### src/rtl/onehot_ring_decoder_if.sv
// Sample/result bundle for onehot_ring_decoder: master drives the ring sample, slave returns the registered tracker state.
// No backpressure; the tracker accepts a sample in every cycle i_valid is high.
interface onehot_ring_decoder_if;
   logic       i_valid;
   logic [3:0] i_data;
   logic [1:0] o_index;
   logic       o_dir;
   logic       o_step;
   logic       o_lap;
   logic       o_err;
   logic       o_locked;
   logic [7:0] o_lap_cnt;

   modport master (
      output i_valid, i_data,
      input  o_index, o_dir, o_step, o_lap, o_err, o_locked, o_lap_cnt
   );

   modport slave (
      input  i_valid, i_data,
      output o_index, o_dir, o_step, o_lap, o_err, o_locked, o_lap_cnt
   );
endinterface

### src/rtl/onehot_ring_decoder.sv
// One-hot ring position tracker; all outputs registered, 1-cycle latency, no backpressure (every valid sample accepted).
// RING_LAP_CNT_EN compiles in the 8-bit wrapping lap counter; without it o_lap_cnt is tied to 0.
module onehot_ring_decoder (
   input  logic                   clk,
   input  logic                   i_rst,
   onehot_ring_decoder_if.slave   bus
);

   typedef enum logic {ST_UNLOCK = 1'b0, ST_LOCK = 1'b1} state_t;

   state_t     r_state;
   logic [1:0] r_index;
   logic       r_dir;
   logic       r_step;
   logic       r_lap;
   logic       r_err;

   state_t     w_state_nxt;
   logic [1:0] w_index_nxt;
   logic       w_dir_nxt;
   logic       w_step_nxt;
   logic       w_lap_nxt;
   logic       w_err_nxt;
   logic       w_onehot;
   logic [1:0] w_new_idx;
   logic [1:0] w_idx_dec;
   logic [1:0] w_idx_inc;

   always_comb begin
      w_onehot  = 1'b1;
      w_new_idx = 2'd0;
      case (bus.i_data)
         4'b0001: w_new_idx = 2'd0;
         4'b0010: w_new_idx = 2'd1;
         4'b0100: w_new_idx = 2'd2;
         4'b1000: w_new_idx = 2'd3;
         default: w_onehot  = 1'b0;
      endcase
   end

   // 2-bit arithmetic gives the mod-4 ring neighbours for free
   assign w_idx_dec = r_index - 2'd1;
   assign w_idx_inc = r_index + 2'd1;

   always_comb begin
      w_state_nxt = r_state;
      w_index_nxt = r_index;
      w_dir_nxt   = r_dir;
      w_step_nxt  = 1'b0;
      w_lap_nxt   = 1'b0;
      w_err_nxt   = 1'b0;
      if (bus.i_valid) begin
         case (r_state)
            ST_UNLOCK: begin
               if (w_onehot) begin
                  w_index_nxt = w_new_idx;
                  w_state_nxt = ST_LOCK;
               end else begin
                  w_err_nxt = 1'b1;
               end
            end
            ST_LOCK: begin
               if (!w_onehot) begin
                  w_err_nxt   = 1'b1;
                  w_state_nxt = ST_UNLOCK;
               end else if (w_new_idx == r_index) begin
                  w_state_nxt = ST_LOCK;
               end else if (w_new_idx == w_idx_dec) begin
                  w_step_nxt  = 1'b1;
                  w_dir_nxt   = 1'b0;
                  w_index_nxt = w_new_idx;
                  w_lap_nxt   = (w_new_idx == 2'd0);
               end else if (w_new_idx == w_idx_inc) begin
                  w_step_nxt  = 1'b1;
                  w_dir_nxt   = 1'b1;
                  w_index_nxt = w_new_idx;
                  w_lap_nxt   = (w_new_idx == 2'd0);
               end else begin
                  // Distance-2 jump: flag it but resync to the observed position
                  w_err_nxt   = 1'b1;
                  w_index_nxt = w_new_idx;
               end
            end
            default: w_state_nxt = ST_UNLOCK;
         endcase
      end
   end

   always_ff @(posedge clk or posedge i_rst) begin
      if (i_rst) begin
         r_state <= ST_UNLOCK;
         r_index <= 2'd0;
         r_dir   <= 1'b0;
         r_step  <= 1'b0;
         r_lap   <= 1'b0;
         r_err   <= 1'b0;
      end else begin
         r_state <= w_state_nxt;
         r_index <= w_index_nxt;
         r_dir   <= w_dir_nxt;
         r_step  <= w_step_nxt;
         r_lap   <= w_lap_nxt;
         r_err   <= w_err_nxt;
      end
   end

`ifdef RING_LAP_CNT_EN
   logic [7:0] r_lap_cnt;

   always_ff @(posedge clk or posedge i_rst) begin
      if (i_rst) begin
         r_lap_cnt <= 8'd0;
      end else if (w_lap_nxt) begin
         r_lap_cnt <= r_lap_cnt + 8'd1;
      end
   end

   assign bus.o_lap_cnt = r_lap_cnt;
`else
   assign bus.o_lap_cnt = 8'd0;
`endif

   assign bus.o_index  = r_index;
   assign bus.o_dir    = r_dir;
   assign bus.o_step   = r_step;
   assign bus.o_lap    = r_lap;
   assign bus.o_err    = r_err;
   assign bus.o_locked = (r_state == ST_LOCK);

endmodule

### src/flat_wrapper.sv
// flat-port wrapper written by rule: the top's interface ports become plain ports
module onehot_ring_decoder_flat 
  (clk, i_rst, bus_i_valid, bus_i_data, bus_o_index, bus_o_dir, bus_o_step, bus_o_lap, bus_o_err, bus_o_locked, bus_o_lap_cnt);
  onehot_ring_decoder_if bus_i ();
  input  logic clk;
  input  logic i_rst;
  input wire logic [$bits(bus_i.i_valid)-1:0] bus_i_valid;
  input wire logic [$bits(bus_i.i_data)-1:0] bus_i_data;
  output wire logic [$bits(bus_i.o_index)-1:0] bus_o_index;
  output wire logic [$bits(bus_i.o_dir)-1:0] bus_o_dir;
  output wire logic [$bits(bus_i.o_step)-1:0] bus_o_step;
  output wire logic [$bits(bus_i.o_lap)-1:0] bus_o_lap;
  output wire logic [$bits(bus_i.o_err)-1:0] bus_o_err;
  output wire logic [$bits(bus_i.o_locked)-1:0] bus_o_locked;
  output wire logic [$bits(bus_i.o_lap_cnt)-1:0] bus_o_lap_cnt;
  assign bus_i.i_valid = bus_i_valid;
  assign bus_i.i_data = bus_i_data;
  assign bus_o_index = bus_i.o_index;
  assign bus_o_dir = bus_i.o_dir;
  assign bus_o_step = bus_i.o_step;
  assign bus_o_lap = bus_i.o_lap;
  assign bus_o_err = bus_i.o_err;
  assign bus_o_locked = bus_i.o_locked;
  assign bus_o_lap_cnt = bus_i.o_lap_cnt;
  onehot_ring_decoder u_core (.clk(clk), .i_rst(i_rst), .bus(bus_i));
endmodule
### config.mk
export PLATFORM = sky130hd
export DESIGN_NAME = onehot_ring_decoder_flat
export DESIGN_NICKNAME = d
export VERILOG_FILES = /design/src/rtl/onehot_ring_decoder_if.sv /design/src/rtl/onehot_ring_decoder.sv /design/src/flat_wrapper.sv
export SDC_FILE = /design/constraint.sdc
export NUM_CORES = 1
export LEC_CHECK = 0
export CAP_MARGIN = 25
export CORE_AREA = 2 2 39 41
export CTS_CLUSTER_DIAMETER = 100
export CTS_CLUSTER_SIZE = 8
export DETAILED_ROUTE_END_ITERATION = 6
export DIE_AREA = 0 0 41 43
export GPL_TIMING_DRIVEN = 0
export PLACE_DENSITY = 0.77
export SYNTH_ARGS = -nofsm -noshare
export SYNTH_HDL_FRONTEND = slang
export SYNTH_SLANG_ARGS = --single-unit
### constraint.sdc
create_clock -name clk -period 1.5 [get_ports clk]
set_input_delay 0.375 -clock clk [delete_from_list [all_inputs] [get_ports clk]]
set_output_delay 0.375 -clock clk [all_outputs]
set_load 0.01 [all_outputs]
=== Word-level counts from Yosys, hierarchy flattened ===
Index checks and enable logic that the tools add are counted.

* Add/subtract/negate cells: 2
* Eq/ne operators: 10
* Muxes and demuxes: 28
* Bitwise operators: 2
* Reductions and logical operators: 5

{| class="wikitable"
|+ Operator list
! cell !! number
|-
| $mux W1 || 22
|-
| $eq A2 B2 Y1 || 3
|-
| $mux W2 || 3
|-
| $pmux W2 S3 || 1
|-
| $reduce_and A5 Y1 || 1
|-
| $eq A4 B1 Y1 const B || 1
|-
| $eq A4 B2 Y1 const B || 1
|-
| $eq A4 B3 Y1 const B || 1
|-
| $eq A4 B4 Y1 const B || 1
|-
| $ne A2 B2 Y1 const B || 2
|-
| $pmux W2 S2 || 1
|-
| $reduce_and A4 Y1 || 1
|-
| $reduce_or A4 Y1 || 1
|-
| $add A2 B1 Y2 const B || 1
|-
| $logic_not A2 Y1 || 1
|-
| $ne A2 B1 Y1 const B || 1
|-
| $not A1 Y1 || 2
|-
| $pmux W1 S2 || 1
|-
| $reduce_bool A2 Y1 || 1
|-
| $sub A2 B1 Y2 const B || 1
|}

* Register bits after elaboration: 7
* Output and inout port bits: 15
* Logic and storage cells: 53

=== Logic depth before layout (Yosys ltp) ===
* Depth in word-level cells: 9
* Gate-level depth with buffers: 6
* Depth with buffers taken out: 5

=== Worst setup path before layout ===
No wires, ideal clock.

* Path type: input -> register
* Start point: input bus_i_data[3]
* End point: register u_core.r_dir (netlist: u_core.bus.o_dir)
* Setup time: 0.125 ns
* Arrival: 1.449 ns
* Data required time: 1.375 ns
* Setup slack: -0.074 ns
* Cell stages on the path: 6
* Buffers on the path: 1
* Cell sequence: buf_4 > or2_1 > a21oi_1 > a21oi_1 > nor3_4 > mux2_4

* Longest elaborated chain between the ends: 5
* Elaborated cells on any way between the ends: 14

{| class="wikitable"
|+ Ends and longest elaborated chain
! what !! line !! source
|-
| start: declaration || flat_wrapper.sv:8 || <nowiki>input wire logic [$bits(bus_i.i_data)-1:0] bus_i_data;</nowiki>
|-
| $eq A4 B4 Y1 (tied with other cells) || onehot_ring_decoder.sv:32 || <nowiki>case (bus.i_data)</nowiki>
|-
| $pmux W2 S3 || onehot_ring_decoder.sv:32 ||
|-
| $eq A2 B2 Y1 (on tied branches) || onehot_ring_decoder.sv:73, onehot_ring_decoder.sv:66, onehot_ring_decoder.sv:68 ||
|-
| $reduce_bool A2 Y1 (no line) or $not A1 Y1 (tied branches) || -- ||
|-
| $reduce_and A5 Y1 (no line) || -- ||
|-
| end signal: assignment || onehot_ring_decoder.sv:100 || <nowiki>r_dir <= w_dir_nxt;</nowiki>
|-
| end: declaration || onehot_ring_decoder.sv:13 || <nowiki>logic r_dir;</nowiki>
|}

Parallel ways exist; a longest one is shown, timed or not.
A chain may end at the register's enable or synchronous reset.

=== Worst setup path after layout ===
Ends and elaborated chain as after synthesis.

==> metrics <==
TritonRoute pass-1 iters=4; dpl ws=-0.496 ns; Crit Path Class=in -> reg; Final Skew=0.00533 ns; Synth Flop Type=dfrtp_1; post-DP HPWL=757 um; io pins=22; Synth async-reset ratio=1.00; final WL=969 um; critical path's slowest cell=mux2_4; post-route ant nets=0; Via density=4.50; PwrDens=827 mW/mm^2; routed vias=414; layout cell share with drive strength beyond 1=0.316; CTS tree=built; Final GP Congestion=0.806; Max Cap Viol=0; CTS root buf=clkbuf_4; Clock transition at path regs=0.06 ns; Syn Inst Count=53; fin crit period=1.41 ns; peak fanout along the critical path=7; Seq/Total Area, Yosys=0.359; Worst EP arrival=1.55 ns; Final Max Slew Viols=0; IO buf count=11; top cell types by occurrence after synthesis=10 x buf_4, 7 x dfrtp_1, 6 x a21oi_1, 4 x nand2_1; cell taking the most area after synthesis=dfrtp_1; Synth Register Bits=7; largest net degree at the start of global routing=9; clock buffer count from CTS=3; final number of setup-violating endpoints=0; total core area=0.00138 mm^2; top cells by area, synth=dfrtp_1 36%, buf_4 15%, a21oi_1 6.2%, xnor2_1 5.4%, nand2b_1 3.8%; vias in the first global route=351; # DRC=0; Cell Area, Synth=488 um^2; Non-Filler Cell Area, Final=687 um^2; ANT cells=0; GR Util All Layers=0.119; number of clock sinks=7; Max rail drop VDD=0.000340 V; setup TNS=0 ns; worst-skew pair later-pin latency=0.25 ns; grt total ovfl=0; area grow syn2layout=40.8%; placed cell area=652 um^2; RSZ-0062 raised after global routing=no; synth warn=0; CP dominant cell by count=a21oi_1; top-count cell post-synth=buf_4; Initial Utilization=0.353; DIE AREA=0.00176 mm^2; Wirelength per Cell=10.5 um; Die X-Extent=41 um; startpoint types=primary input; num rows=14; CP Data Required Time=1.63 ns; final hold violations=0; worst hold path class=in -> async; initial antenna violation count=0; share of the synthesized area in the top cell type=0.359; Final nets=84; first-iteration detailed-routing DRC count=6; Mapped Avg Cell Area=9.21 um^2; Setup crit end kind=register; Max Buffers Root-to-Sink=2; delay of the slowest critical-path stage=0.31 ns; fmax=0.707 GHz; number of flops mapped to enable cells by yosys=0; Final Cycle Share=0.942; H-tree Lvls=1; worst path cell trace=buf_4 > or2_1 > a21oi_1 > a21oi_1 > nor3_4 > mux2_4; Lkg Pwr=0.389 nW; Cell variety after synth=22; first-pass GRT wire length=1.45 mm; setup ws final=0.0864 ns; status=finished, final reports clean; chip height=43 um
[power breakdown]
group          switching [mW]  internal, mW
clock                  0.0668         0.101
sequential             0.0163         0.211
combinational          0.0828        0.0899
[flip-flops by register name, summed over array words and instances (netlist names)]
register / flops
u_core.bus.o_step: 1
u_core.bus.o_err: 1
u_core.bus.o_lap: 1
u_core.bus.o_dir: 1
u_core.bus.o_index: 2
u_core.bus.o_locked: 1
[cell type report]
type	instances	area, um^2
clock buffers	4	26.3
inverters	3	11.3
multi-input cells	40	268
repair buffers	12	109
fillers	151	697
well taps	16	20.0
plain buffers	10	75.1
flip-flops and latches	7	178
[repair_timing]
item,in CTS,in global routing
hold buffers,0,0
setup endpoints to repair,7,4
buffers inserted,0,1
gates resized for setup,10,7
endpoints found under the hold margin,0,0
pin swaps,0,1
[worst max-delay path: cells and delay by family]
family / cells / cell delay, ns
simple gates: 2 / 0.49
mux: 1 / 0.31
compound gates: 2 / 0.23
buf+inv: 1 / 0.15
[cells by family after synthesis]
group                     after synthesis  share of synthesized area
AOI/OAI and AO/OA                      12                      0.144
xor gates and xnor gates                5                      0.105
muxes                                   1                     0.0308
and+or+nand+nor                        14                      0.177
other                                   1                    0.00768
DFF                                     7                      0.359
buffers and inverters                  13                      0.177
[through the flow]
stage	cells	util	power [mW]	hold WS (ns)
5_1_grt	92	0.496	0.607	0.393
3_3_place_gp	87	0.471	0.413	0.499
3_5_place_dp	87	0.471	0.419	0.512
6_report	92	0.496	0.568	0.356
4_1_cts	91	0.491	0.574	0.367
2_1_floorplan	60	-	0.346	0.178
[final timing paths]
check	start	endpoint	slack, ns	cells after the start
max reg2reg	u_core.bus.o_index[0]	u_core.bus.o_dir	0.22	3
min reg2reg	u_core.bus.o_dir	u_core.bus.o_dir	0.51	1
max	bus_i_data[3]	u_core.bus.o_dir	0.09	6
max in group asynchronous	i_rst	u_core.bus.o_index[0]	0.91	2
min in group clk	bus_i_data[0]	u_core.bus.o_index[0]	0.42	2
min	i_rst	u_core.bus.o_step	0.36	2
[layer usage]
metal | vias to the layer above | track usage | wire length (um)
li1 | 206 | - | -
met5 | - | 0 | 0
met1 | 188 | 0.138 | 404
met3 | 0 | 0.0314 | 108
met4 | 0 | 0.0400 | 0
met2 | 20 | 0.200 | 456
[layout by cell type, fill, tap and decap left out, types with 2 or more instances in the layout]
cell type,instances
xnor2_1,2
dlygate4sd2_1,5
clkbuf_2,2
o21ai_0,2
buf_4,11
dfrtp_1,5
conb_1,8
inv_1,3
dfrtp_2,2
clkbuf_4,3
nor2_1,2
xnor2_2,2
nand2_1,4
nand2b_1,3
a21oi_1,6
dlymetal6s2s_1,3
Note: power is estimated with default switching activity, not from simulation.
